## config.mk

```make
export PLATFORM = sky130hd
export DESIGN_NAME = bcd_counter_sequencer
export DESIGN_NICKNAME = d
export VERILOG_FILES = /design/src/rtl/bcd_pkg.sv /design/src/rtl/bcd_digit.sv /design/src/rtl/bcd_counter_sequencer.sv
export SDC_FILE = /design/constraint.sdc
export NUM_CORES = 1
export LEC_CHECK = 0
export CAP_MARGIN = 10
export CORE_MARGIN = 2
export CORE_UTILIZATION = 50
export CTS_CLUSTER_DIAMETER = 200
export CTS_CLUSTER_SIZE = 12
export DETAILED_ROUTE_END_ITERATION = 8
export GPL_TIMING_DRIVEN = 0
export PLACE_DENSITY = 0.73
export SLEW_MARGIN = 10
export SYNTH_ARGS = -nofsm -noshare
export SYNTH_HDL_FRONTEND = slang
export SYNTH_HIERARCHICAL = 1
export SYNTH_SLANG_ARGS = --single-unit
export TNS_END_PERCENT = 50
```

## constraint.sdc

```tcl
create_clock -name clk -period 5.6 [get_ports clk]
set_input_delay 1.68 -clock clk [delete_from_list [all_inputs] [get_ports clk]]
set_output_delay 1.68 -clock clk [all_outputs]
set_load 0.01 [all_outputs]
```

## src/rtl/bcd_pkg.sv

```systemverilog
// Shared FSM state encodings and BCD digit constants for the BCD counter sequencer.
package bcd_pkg;

  typedef enum logic [1:0] {
    ST_IDLE  = 2'd0,
    ST_UP    = 2'd1,
    ST_DOWN  = 2'd2,
    ST_PAUSE = 2'd3
  } state_t;

  localparam logic [3:0] BCD_ZERO = 4'd0;
  localparam logic [3:0] BCD_NINE = 4'd9;

endpackage

```

## src/rtl/bcd_digit.sv

```systemverilog
// One BCD digit (0..9) with load, increment and decrement.
// Carry/borrow outputs drive the next digit up the ripple chain.
module bcd_digit
  import bcd_pkg::*;
(
  input  logic       clk,
  input  logic       rst_n,
  input  logic       inc,
  input  logic       dec,
  input  logic       load0,
  input  logic       load9,
  output logic [3:0] value,
  output logic       cout,
  output logic       bout
);

  always_ff @(posedge clk or negedge rst_n) begin
    if (!rst_n) begin
      value <= BCD_ZERO;
    end else if (load0) begin
      value <= BCD_ZERO;
    end else if (load9) begin
      value <= BCD_NINE;
    end else if (inc) begin
      value <= (value == BCD_NINE) ? BCD_ZERO : value + 4'd1;
    end else if (dec) begin
      value <= (value == BCD_ZERO) ? BCD_NINE : value - 4'd1;
    end
  end

  // A carry/borrow leaves this digit only when it wraps on this step.
  assign cout = inc && (value == BCD_NINE);
  assign bout = dec && (value == BCD_ZERO);

endmodule

```

## src/rtl/bcd_counter_sequencer.sv

```systemverilog
// Button-driven up/down BCD counter: edge-detected commands, a prescaler
// that paces count steps, and a small IDLE/UP/DOWN/PAUSE sequencer.
module bcd_counter_sequencer
  import bcd_pkg::*;
#(
  parameter int DIGITS   = 4,
  parameter int TICK_DIV = 4
) (
  input  logic                clk,
  input  logic                rst_n,
  input  logic                btn_up,
  input  logic                btn_down,
  input  logic                btn_pause,
  input  logic                btn_set0,
  input  logic                btn_set9,
  output logic [4*DIGITS-1:0] digits,
  output logic [1:0]          state,
  output logic                overflow,
  output logic                underflow
);

  localparam logic [15:0] PRESC_MAX = 16'(TICK_DIV - 1);

  state_t        state_q;
  state_t        dir_q;
  logic [15:0]   presc;
  logic [4:0]    btn_now;
  logic [4:0]    prev;
  logic [4:0]    rise;
  logic          do_set0, do_set9, do_pause, do_down, do_up, cmd_any;
  logic          counting, tick, step_up, step_down;
  logic [DIGITS:0] carry, borrow;

  assign btn_now = {btn_set0, btn_set9, btn_pause, btn_down, btn_up};
  assign rise    = btn_now & ~prev;

  // Previous samples start high so a button held across reset release is not a press.
  always_ff @(posedge clk or negedge rst_n) begin
    if (!rst_n) prev <= '1;
    else        prev <= btn_now;
  end

  // Only the highest-priority press counts; commands that would change nothing are dropped.
  always_comb begin
    do_set0  = rise[4];
    do_set9  = rise[3] && !rise[4];
    do_pause = rise[2] && !(|rise[4:3]) && (state_q != ST_IDLE);
    do_down  = rise[1] && !(|rise[4:2]) && (state_q != ST_DOWN);
    do_up    = rise[0] && !(|rise[4:1]) && (state_q != ST_UP);
    cmd_any  = do_set0 || do_set9 || do_pause || do_down || do_up;
  end

  assign counting  = (state_q == ST_UP) || (state_q == ST_DOWN);
  assign tick      = counting && (presc == PRESC_MAX);
  assign step_up   = tick && !cmd_any && (state_q == ST_UP);
  assign step_down = tick && !cmd_any && (state_q == ST_DOWN);

  assign carry[0]  = step_up;
  assign borrow[0] = step_down;

  for (genvar k = 0; k < DIGITS; k++) begin : g_digit
    bcd_digit u_digit (
      .clk   (clk),
      .rst_n (rst_n),
      .inc   (carry[k]),
      .dec   (borrow[k]),
      .load0 (do_set0),
      .load9 (do_set9),
      .value (digits[4*k +: 4]),
      .cout  (carry[k+1]),
      .bout  (borrow[k+1])
    );
  end

  always_ff @(posedge clk or negedge rst_n) begin
    if (!rst_n) begin
      state_q   <= ST_IDLE;
      dir_q     <= ST_UP;
      presc     <= '0;
      overflow  <= 1'b0;
      underflow <= 1'b0;
    end else begin
      overflow  <= carry[DIGITS];
      underflow <= borrow[DIGITS];
      if (do_set0 || do_set9) begin
        state_q <= ST_IDLE;
        presc   <= '0;
      end else if (do_pause) begin
        if (state_q == ST_PAUSE) begin
          state_q <= dir_q;
        end else begin
          dir_q   <= state_q;
          state_q <= ST_PAUSE;
        end
      end else if (do_down) begin
        state_q <= ST_DOWN;
        presc   <= '0;
      end else if (do_up) begin
        state_q <= ST_UP;
        presc   <= '0;
      end else if (counting) begin
        presc <= tick ? 16'd0 : presc + 16'd1;
      end
    end
  end

  assign state = state_q;

endmodule

```

Yosys cells after proc, flatten, opt, wreduce, memory -nomap -nowiden
Index checks and enable logic that the tools add are counted.
- multiplexer cells: 35
- equality and inequality tests: 11
- bitwise gates (word level): 4
- reductions and logical operators: 45
- add/subtract/negate cells: 9
- operators by type and width (kind ; count):
    two-way mux 16 bit ; 6
    two-way mux 4 bit ; 24
    nonzero test 4 bit ; 6
    logical AND 1 bit ; 19
    adder 16 x 1 -> 16 bit (second input constant) ; 1
    adder 4 x 1 -> 4 bit (second input constant) ; 4
    == test 16 x 2 -> 1 bit (second input constant) ; 1
    == test 4 bit (second input constant) ; 4
    zero test 4 bit ; 4
    subtractor 4 x 1 -> 4 bit (second input constant) ; 4
    two-way mux 2 bit ; 5
    bitwise AND 5 bit ; 1
    zero test 1 bit ; 5
    logical OR 1 bit ; 5
    inverter 5 bit ; 1
    == test 2 bit (second input constant) ; 2
    != test 2 x 1 -> 1 bit (second input constant) ; 2
    OR reduction 4 bit ; 1
    AND reduction 3 bit ; 1
    OR reduction 3 bit ; 1
    == test 2 x 1 -> 1 bit (second input constant) ; 1
    != test 2 bit (second input constant) ; 1
    inverter 1 bit ; 2
    AND reduction 2 bit ; 1
    2 further kinds ; 2
- word-level logic and storage cells: 114
- output and inout port bits: 20
- flip-flop bits (word level): 43
- input bits: 7

Longest topological paths before layout
Gate-level depths: netlist of run 1.
- depth after elaboration: 19
- gate-level depth with buffers: 19
- depth with buffers taken out: 14

Modules after synthesis
The synthesis of run 1 kept the hierarchy.
- by module, submodules not included (module ; area each (um^2) ; instances ; seq. area each (um^2) ; cells an instance):
    bcd_digit ; 404.1 ; 4 ; 100.1 ; 45
    bcd_counter_sequencer ; 1490.2 ; 1 ; 683.2 ; 152

Worst setup path before layout of run 1
OpenSTA, ideal clock, no wires.
- path kind: input-to-reg
- from: input port btn_set0
- to: register g_digit[3].u_digit.value[1]
- stages on the path: 14
- setup slack: 0.240 ns
- setup time: 0.104 ns
- buffers on the path: 4
- data arrival time: 5.256 ns
- data required time: 5.496 ns
- path through: nor2b_1 nand2b_1 nor3b_1 and2_1 buf_6 and4b_4 buf_6 and4b_4 buf_6 and4b_4 buf_6 and4b_4 or4_4 o41ai_2
- longest elaborated chain between the ends: 17
- elaborated cells on any way between the ends: 33
- those cells by class: mux (3); bitwise (1); reduce/logical (29)
- RTL lines (element ; line ; text):
    start, declared ; bcd_counter_sequencer.sv:14 ; input logic btn_set0,
    bitwise AND 5 bit * ; bcd_counter_sequencer.sv:35 ; assign rise = btn_now & ~prev;
    OR reduction 2 bit ; bcd_counter_sequencer.sv:47 ; do_pause = rise[2] && !(|rise[4:3]) && (state_q != ST_IDLE);
    zero test 1 bit ; bcd_counter_sequencer.sv:47 ;
    logical AND 1 bit (2 in a row) ; bcd_counter_sequencer.sv:47 ;
    logical OR 1 bit (2 in a row) ; bcd_counter_sequencer.sv:50 ; cmd_any = do_set0 || do_set9 || do_pause || do_down || do_up;
    logical OR 1 bit * ; bcd_counter_sequencer.sv:50 ;
    zero test 1 bit * ; bcd_counter_sequencer.sv:55 ; assign step_up = tick && !cmd_any && (state_q == ST_UP);
    logical AND 1 bit * (2 in a row) ; bcd_counter_sequencer.sv:55 ;
    named net carry[0] ; bcd_counter_sequencer.sv:32 ; logic [DIGITS:0] carry, borrow;
    [... 1 more ...] ; - ;
    named net carry[1] ; bcd_counter_sequencer.sv:32 ;
    logical AND 1 bit * ; bcd_digit.sv:32 ; assign cout = inc && (value == BCD_NINE);
    named net carry[2] ; bcd_counter_sequencer.sv:32 ;
    logical AND 1 bit * ; bcd_digit.sv:32 ;
    named net carry[3] ; bcd_counter_sequencer.sv:32 ;
    two-way mux 4 bit ; bcd_digit.sv:24 ; end else if (inc) begin
    two-way mux 4 bit ; bcd_digit.sv:22 ; end else if (load9) begin
    two-way mux 4 bit ; bcd_digit.sv:20 ; end else if (load0) begin
    end signal, assigned ; bcd_digit.sv:25 ; value <= (value == BCD_NINE) ? BCD_ZERO : value + 4'd1;
    end signal, assigned ; bcd_digit.sv:27 ; value <= (value == BCD_ZERO) ? BCD_NINE : value - 4'd1;
    end, declared ; bcd_digit.sv:12 ; output logic [3:0] value,
Mark *: on every way through the listed nets, which the timed path passes. The rest lies on a longest branch.
A chain may end at the register's enable or synchronous reset.

Worst setup path after layout of run 1
- from: input port btn_down
- to: register g_digit[3].u_digit.value[1]
- longest elaborated chain between the ends: 15
- elaborated cells on any way between the ends: 23
- those cells by class: mux (3); bitwise (1); reduce/logical (19)
- RTL lines (element ; line ; text):
    start, declared ; bcd_counter_sequencer.sv:12 ; input logic btn_down,
    bitwise AND 5 bit * ; bcd_counter_sequencer.sv:35 ;
    OR reduction 4 bit ; bcd_counter_sequencer.sv:49 ; do_up = rise[0] && !(|rise[4:1]) && (state_q != ST_UP);
    zero test 1 bit ; bcd_counter_sequencer.sv:49 ;
    logical AND 1 bit (2 in a row) ; bcd_counter_sequencer.sv:49 ;
    logical OR 1 bit * ; bcd_counter_sequencer.sv:50 ;
    zero test 1 bit * ; bcd_counter_sequencer.sv:55 ;
    logical AND 1 bit * (2 in a row) ; bcd_counter_sequencer.sv:55 ;
    named net carry[0] ; bcd_counter_sequencer.sv:32 ;
    logical AND 1 bit * ; bcd_digit.sv:32 ;
    named net carry[1] ; bcd_counter_sequencer.sv:32 ;
    logical AND 1 bit * ; bcd_digit.sv:32 ;
    named net carry[2] ; bcd_counter_sequencer.sv:32 ;
    logical AND 1 bit * ; bcd_digit.sv:32 ;
    named net carry[3] ; bcd_counter_sequencer.sv:32 ;
    two-way mux 4 bit ; bcd_digit.sv:24 ;
    two-way mux 4 bit ; bcd_digit.sv:22 ;
    two-way mux 4 bit ; bcd_digit.sv:20 ;
Marked as above.

==> results.sh, run 1 <==
export IMPL_status="complete, no violations"
export IMPL_timing_fmax_mhz=185
export IMPL_viasPerCell=5.98
export IMPL_grt_pass1_vias=2523
export IMPL_fp_row_count=28
export IMPL_p_sw_share_pct=36.0
export IMPL_ant_nets=0
export IMPL_core_sq_mm=0.00596
export IMPL_syn_inst=332
export IMPL_fin_area_sq_mm=0.00363
export IMPL_synth_edf_count=0
export IMPL_fin_nets=395
export IMPL_area_growth_pct=17.0
export IMPL_path_cells="clkdlybuf4s50_1, nor3b_1, a31oi_1, mux2_2, buf_2, nor3b_2, and2_1, buf_6, and4b_4, buf_6, and4b_4, buf_6, and4b_4, buf_6, and4b_4, or4_4, o41ai_2"
export IMPL_internal_power_mw=0.852
export IMPL_wl_per_cell_um=15.4
export IMPL_hold_path_class="flop to flop"
export IMPL_vdd_ir_drop_max_mv=0.216
export IMPL_place_area_sq_mm=0.00350
export IMPL_drive_above_1_share_pct=16.0
export IMPL_overflow=0
export IMPL_period_share_pct=96.3
export IMPL_hold_worst_slack_ps=493
export IMPL_power_density_mw_per_mm2=366
export IMPL_yosys_warnings=6
export IMPL_numCtsBuffers=5
export IMPL_worstSkewPairLatency_ps=300
export IMPL_wirelength_um=6830
export IMPL_cp_required_ps=5790
export IMPL_fillers=544
export IMPL_first_pass_iters=4
export IMPL_diodes=0
export IMPL_drc=0
export IMPL_cts_path_max_buffers=2
export IMPL_comb_power_share_pct=43.8
export IMPL_ios=27
export IMPL_fin_crit_ps=5400
export IMPL_cp_arrival_ps=5580
export IMPL_syn_area_sq_mm=0.00311
export IMPL_post_cts_buffers=0
export IMPL_slowest_delay_ps=500
export IMPL_async_flop_share_pct=100
export IMPL_hold_viol_final=0
export IMPL_drv_cap=0
export IMPL_antenna_found_initial=0
export IMPL_crit_fanout=10
export IMPL_leakagePower_nw=1.47
export IMPL_grt_first_pass_wirelength_um=11900
export IMPL_clock_sinks=43
export IMPL_rsz0062_at_grt="false"
export IMPL_grtUsageTotal_pct=20.4
export IMPL_grt_max_degree=36
export IMPL_reg2regPathDepth=18
export IMPL_totalPowerFinal_mw=1.33
export IMPL_place_hpwl_um=4780
export IMPL_hold_depth=2
export IMPL_synth_distinct_cells=52
export IMPL_vias=2648
export IMPL_clockPowerShare_pct=21.8
export IMPL_power_share_sequential_pct=34.4
export IMPL_synth_avg_cell_area_sq_um=9.36
export IMPL_gp_congestion=0.833
export IMPL_netSwitchingPower_mw=0.478
export IMPL_io_buffers=26
export IMPL_seq_area_frac_synth_pct=34.9
export IMPL_ctsRootBufferMaster="clkbuf_8"
export IMPL_clock_skew_ps=9.48
export IMPL_die_w_um=82.8
export IMPL_cts_tree="built"
export IMPL_finalSetupViolations=0
export IMPL_syn_nets=360
export IMPL_die_y_um=82.8
export IMPL_cp_start_kind="input port"
export IMPL_ys_ff_latch=43
export IMPL_cp_end_kind="flop"
export IMPL_worstMarginPinSlew_ps=866
export IMPL_clk_pin_slew_worst_paths_ps=80
export IMPL_start_util_pct=52.2
export IMPL_drtIter0Drc=115
export IMPL_relSlewSlack_pct=42.2
export IMPL_synth_flop_cell="dfrtp_1"
export IMPL_htreeDepth=2
export IMPL_cp_slowest_cell="clkdlybuf4s50_1"
export IMPL_finalMaxSlewViolations=0
export IMPL_die_area_sq_mm=0.00686
export IMPL_worstSetupPathType="input port to flop"
## synthesized netlist by cell type (7+ instances only)
cell      count  area [sq um]
a21oi_1      12          60.1
a31oi_1       9          56.3
dfrtp_1      37           926
ha_1         21           263
inv_1        17          63.8
nand2_1      34           128
nand2b_1     13          81.3
nand3_1      12          60.1
nor2_1       17          63.8
nor2b_1      11          68.8
nor3_1       21           105
o21ai_0      11          55.1
or3_1         7          43.8
## state kept, by name, indices dropped and copies added, names as in the netlist
signal / flops
g_digit.u_digit/value: 16
presc: 16
prev: 5
dir_q: 2
state: 2
overflow: 1
underflow: 1
## final timing paths
check                               from  slack [ps]                           to
worst max-delay path            btn_down         200  g_digit[3].u_digit/value[1]
worst min-delay path            dir_q[0]         490                     dir_q[0]
worst max register to register  state[0]        1300  g_digit[3].u_digit/value[1]
worst min register to register  dir_q[0]         490                     dir_q[0]
max in group asynchronous          rst_n        3850                      prev[3]
min in group asynchronous          rst_n        1230  g_digit[0].u_digit/value[3]
## through the flow
step	setup WS (ps)	TNS (ps)	cells	util (%)
floorplan	240	0	332	-
global placement	-814	-4710	433	58.1
detailed placement	-82.3	-82.3	435	58.7
CTS	218	0	443	60.9
global route	9.95	0	443	61.0
finish	205	0	443	61.0
## cells in the final DEF, fill, tap and decap left out, types with 5 or more instances in the layout
master	n
o41ai_2	5
a22o_1	6
nand2_1	34
nor4b_1	5
clkbuf_8	5
inv_1	17
nand3_1	12
a21oi_1	12
clkdlybuf4s50_1	25
a31oi_1	9
xnor2_1	5
nor3_1	21
nor2b_1	10
nor2_1	16
nand2b_1	13
dfstp_2	6
or3_1	7
o21ai_0	11
dfrtp_1	37
ha_1	21
buf_6	6
## critical path: cells and delay by family
family | cells | cell delay, ps
compound gates | 2 | 440
buf+inv | 6 | 1220
mux | 1 | 290
simple gates | 8 | 1940
## metal layers
| layer | vias up | global-route usage, % | share of wire [%] |
|---|---|---|---|
| li1 | 1297 | - | - |
| met1 | 1304 | 27.8 | 47 |
| met2 | 45 | 34.4 | 49 |
| met3 | 2 | 3.18 | 3.4 |
| met4 | 0 | 4.62 | 0.40 |
| met5 | - | 0 | 0 |
## area by class of cell
class / count / area (sq um) / share of cell area [%]
tap: 75 / 93.8 / 2.58
sequential: 43 / 1080 / 29.8
clock buffer: 6 / 72.6 / 2.00
inverter: 17 / 63.8 / 1.76
multi-input combinational: 260 / 1860 / 51.3
buffer: 12 / 106 / 2.93
timing repair buffer: 28 / 290 / 7.99
clock inverter: 2 / 60.1 / 1.65
## cells by family after synthesis
group	after synthesis	share of synthesized area (%)
AOI/OAI and AO/OA	70	16.9
xor gates and xnor gates	5	1.41
DFF	43	34.9
and+or+nand+nor	159	31.3
muxes	5	1.65
adders and majority gates	21	8.46
buffers and inverters	29	5.48
## power groups by stage
| stage | clock network [mW] | registers [mW] | logic, mW |
|---|---|---|---|
| after floorplan | 0 | 0.466 | 0.372 |
| after global placement | 0 | 0.458 | 0.557 |
| after detailed placement | 0 | 0.461 | 0.582 |
| after CTS | 0.298 | 0.456 | 0.585 |
| after global routing | 0.313 | 0.470 | 0.646 |
| final | 0.290 | 0.457 | 0.582 |
## what timing repair did
action	4_1_cts	5_1_grt
resized for setup	0	1
endpoints found under the setup margin	0	1
hold buffers	0	0
Power figures use the tool's default switching activity.
==> run 2, diff against run 1 <==
Settings changed: ABC_AREA set to 1, CORE_UTILIZATION 50 to 55, PLACE_DENSITY 0.73 to 0.78.
==> run 2 against run 1 <==
Against the previous run:
- wire length is 4.0% higher
- sequential power is 5.7% higher
- register-to-register slack better by 420 ps
- die area is 3.9% lower
- maximum frequency is 6.9% higher
- global-route usage is 2.8 points higher
- final cell count is 31% higher
- area after synthesis is 5.5% higher
- synthesized cell count is 42% higher
- utilization is 3.2 points higher
- final area is 3.3% higher
- largest cell class unchanged
- highest routed layer unchanged
==> results.sh, run 2 <==
export IMPL_status="complete, no violations"
export IMPL_finalSetupViolations=0
export IMPL_antenna_found_initial=0
export IMPL_reg2regPathDepth=20
export IMPL_internal_power_mw=0.764
export IMPL_start_util_pct=56.0
export IMPL_period_share_pct=90.1
export IMPL_hold_viol_final=0
export IMPL_gp_congestion=0.901
export IMPL_yosysMostFrequentCell="nand2_1"
export IMPL_grt_first_pass_wirelength_um=12100
export IMPL_netSwitchingPower_mw=0.556
export IMPL_ctsRootBufferMaster="clkbuf_8"
export IMPL_timing_fmax_mhz=198
export IMPL_synth_top_area_share_pct=28.2
export IMPL_syn_inst=472
export IMPL_ctsResizeCount=0
export IMPL_syn_nets=500
export IMPL_worstMarginPinSlew_ps=683
export IMPL_clk_pin_slew_worst_paths_ps=80
export IMPL_syn_area_sq_mm=0.00328
export IMPL_leakagePower_nw=1.94
export IMPL_cp_arrival_ps=5270
export IMPL_yosys_warnings=6
export IMPL_clock_sinks=43
export IMPL_synth_edf_count=0
export IMPL_rsz0062_at_grt="false"
export IMPL_drtIter0Drc=116
export IMPL_place_hpwl_um=5390
export IMPL_area_growth_pct=14.5
export IMPL_clock_skew_ps=5.00
export IMPL_crit_top_cell="nand2_1"
export IMPL_mostFrequentLayoutCell="nand2_1"
export IMPL_cts_tree="built"
export IMPL_drc=0
export IMPL_drv_cap=0
export IMPL_worstSkewPairLatency_ps=300
export IMPL_fp_row_count=28
export IMPL_viasPerCell=5.17
export IMPL_worstSetupPathType="input port to flop"
export IMPL_vias=3007
export IMPL_grt_max_degree=23
export IMPL_hold_path_endpoint="dir_q[1]"
export IMPL_yosys_top_cells_count="nand2_1, inv_1, nor2_1"
export IMPL_ys_ff_latch=43
export IMPL_fin_nets=534
export IMPL_crit_fanout=10
export IMPL_ant_nets=0
export IMPL_htreeDepth=2
export IMPL_cp_slowest_cell="nor3_1"
export IMPL_async_flop_share_pct=100
export IMPL_cp_required_ps=5820
export IMPL_overflow=0
export IMPL_dp_cells=574
export IMPL_power_share_sequential_pct=36.6
export IMPL_numCtsBuffers=5
export IMPL_core_sq_mm=0.00585
export IMPL_diodes=0
export IMPL_stdcell_count=582
export IMPL_vdd_ir_drop_max_mv=0.235
export IMPL_drive_above_1_share_pct=14.2
export IMPL_cts_hold_buf=0
export IMPL_finalSetupTns_ps=0
export IMPL_synth_distinct_cells=28
export IMPL_hold_depth=2
export IMPL_r2r_end="g_digit[3].u_digit/value[1]"
export IMPL_cp_end_kind="flop"
export IMPL_die_y_um=81.2
export IMPL_final_cell_mix="nand2_1, inv_1, nor2_1"
export IMPL_path_cells="clkdlybuf4s50_1, inv_1, nor2_2, nor2_1, nand2_1, nand2_1, nor2_2, buf_6, nand2_2, nor3_1, nand2_1, nor2_4, nand2_1, nor2_4, nand2_1, nor2_4, inv_2, nand3_2, inv_2, nor2_4, nand3_2, o22ai_2"
export IMPL_grtUsageTotal_pct=23.2
export IMPL_p_sw_share_pct=42.1
export IMPL_post_cts_buffers=0
export IMPL_relSlewSlack_pct=54.1
export IMPL_cp_start_kind="input port"
export IMPL_clockPowerShare_pct=17.0
export IMPL_grt_pass1_vias=2777
export IMPL_cts_path_max_buffers=2
export IMPL_synth_area_leaders="dfrtp_1, nand2_1, ha_1"
export IMPL_io_buffers=26
export IMPL_power_density_mw_per_mm2=351
export IMPL_fin_crit_ps=5050
export IMPL_hold_path_class="flop to flop"
export IMPL_wirelength_um=7100
export IMPL_r2r_start="state[0]"
export IMPL_wl_per_cell_um=12.2
export IMPL_seq_area_frac_synth_pct=33.1
export IMPL_die_area_sq_mm=0.00659
export IMPL_rrSetupSlack_ps=1720
export IMPL_die_w_um=81.2
export IMPL_top_regs="g_digit.u_digit/value x16, presc x16, prev x5"
export IMPL_finalMaxSlewViolations=0
export IMPL_slowest_delay_ps=530
export IMPL_synth_avg_cell_area_sq_um=6.95
export IMPL_ios=27
export IMPL_min_from="dir_q[1]"
export IMPL_first_pass_iters=5
export IMPL_comb_power_share_pct=46.4
export IMPL_synth_flop_cell="dfrtp_1"
export IMPL_synth_area_leader_cell="dfrtp_1"
==> run 2: changes by cell type after synthesis, sizes merged, moves of 9 or more <==
cell / previous run / this run
a31oi: 9 / 0
buf: 11 / 2
inv: 17 / 76
nand2: 34 / 149
nand2b: 13 / 0
nand3: 12 / 42
nor2: 17 / 74
nor2b: 11 / 0
nor3: 21 / 9
o41ai: 9 / 0
==> run 2: worst max path at each step <==
stage / from / to / slack, ps / cells past startpoint
3_5_place_dp: btn_pause / g_digit[3].u_digit/value[1] / 220 / 22
6_report: btn_pause / g_digit[3].u_digit/value[1] / 550 / 22
3_3_place_gp: btn_pause / g_digit[3].u_digit/value[1] / 300 / 22
4_1_cts: btn_pause / g_digit[3].u_digit/value[1] / 540 / 22
2_1_floorplan: btn_pause / g_digit[3].u_digit/value[0] / 1370 / 20
5_1_grt: btn_pause / g_digit[3].u_digit/value[3] / 270 / 25
==> run 2: logic make-up after synthesis <==
family / count (synthesis) / share of synthesized area (%)
flops: 43 / 33.1
fa+ha+maj: 21 / 8.02
xor+xnor: 6 / 1.60
buf+inv: 78 / 9.50
compound gates: 33 / 5.95
simple gates: 291 / 41.9
==> run 2: layer usage <==
layer / track usage (%) / up-vias / wire length, um
met4: 7.80 / 0 / 115
li1: - / 1541 / -
met1: 30.7 / 1355 / 3240
met2: 38.4 / 95 / 3330
met3: 4.22 / 16 / 410
met5: 0 / - / 0
==> run 2: layout make-up <==
class,count,area [sq um]
repair buffers,27,283
multi-input cells,351,1880
inverters,76,285
flip-flops and latches,43,1080
clock buffers,8,100
fillers,524,2100
well taps,75,93.8
plain buffers,2,26.3
==> run 2: through the flow <==
stage | util (%) | total power, mW | hold slack, ps | setup WS (ps) | instance area (sq um)
floorplan | - | 0.882 | 448 | 1370 | 3280
global placement | 62.1 | 1.07 | 472 | 298 | 3630
detailed placement | 62.5 | 1.10 | 487 | 224 | 3650
CTS | 64.2 | 1.32 | 507 | 542 | 3750
global route | 64.2 | 1.43 | 521 | 273 | 3750
finish | 64.2 | 1.32 | 497 | 554 | 3750
==> run 2: worst max-delay path: cells and delay by family <==
| kind | cells | cell delay [ps] |
|---|---|---|
| AND/OR/NAND/NOR | 16 | 2600 |
| AO/OA/AOI/OAI | 1 | 80 |
| buffers and inverters | 5 | 900 |
==> run 2: power groups by stage <==
| stage | clock, mW | sequential [mW] | combinational [mW] |
|---|---|---|---|
| floorplan | 0 | 0.488 | 0.394 |
| global placement | 0 | 0.485 | 0.590 |
| detailed placement | 0 | 0.487 | 0.609 |
| CTS | 0.229 | 0.482 | 0.613 |
| global route | 0.241 | 0.496 | 0.696 |
| finish | 0.224 | 0.483 | 0.613 |
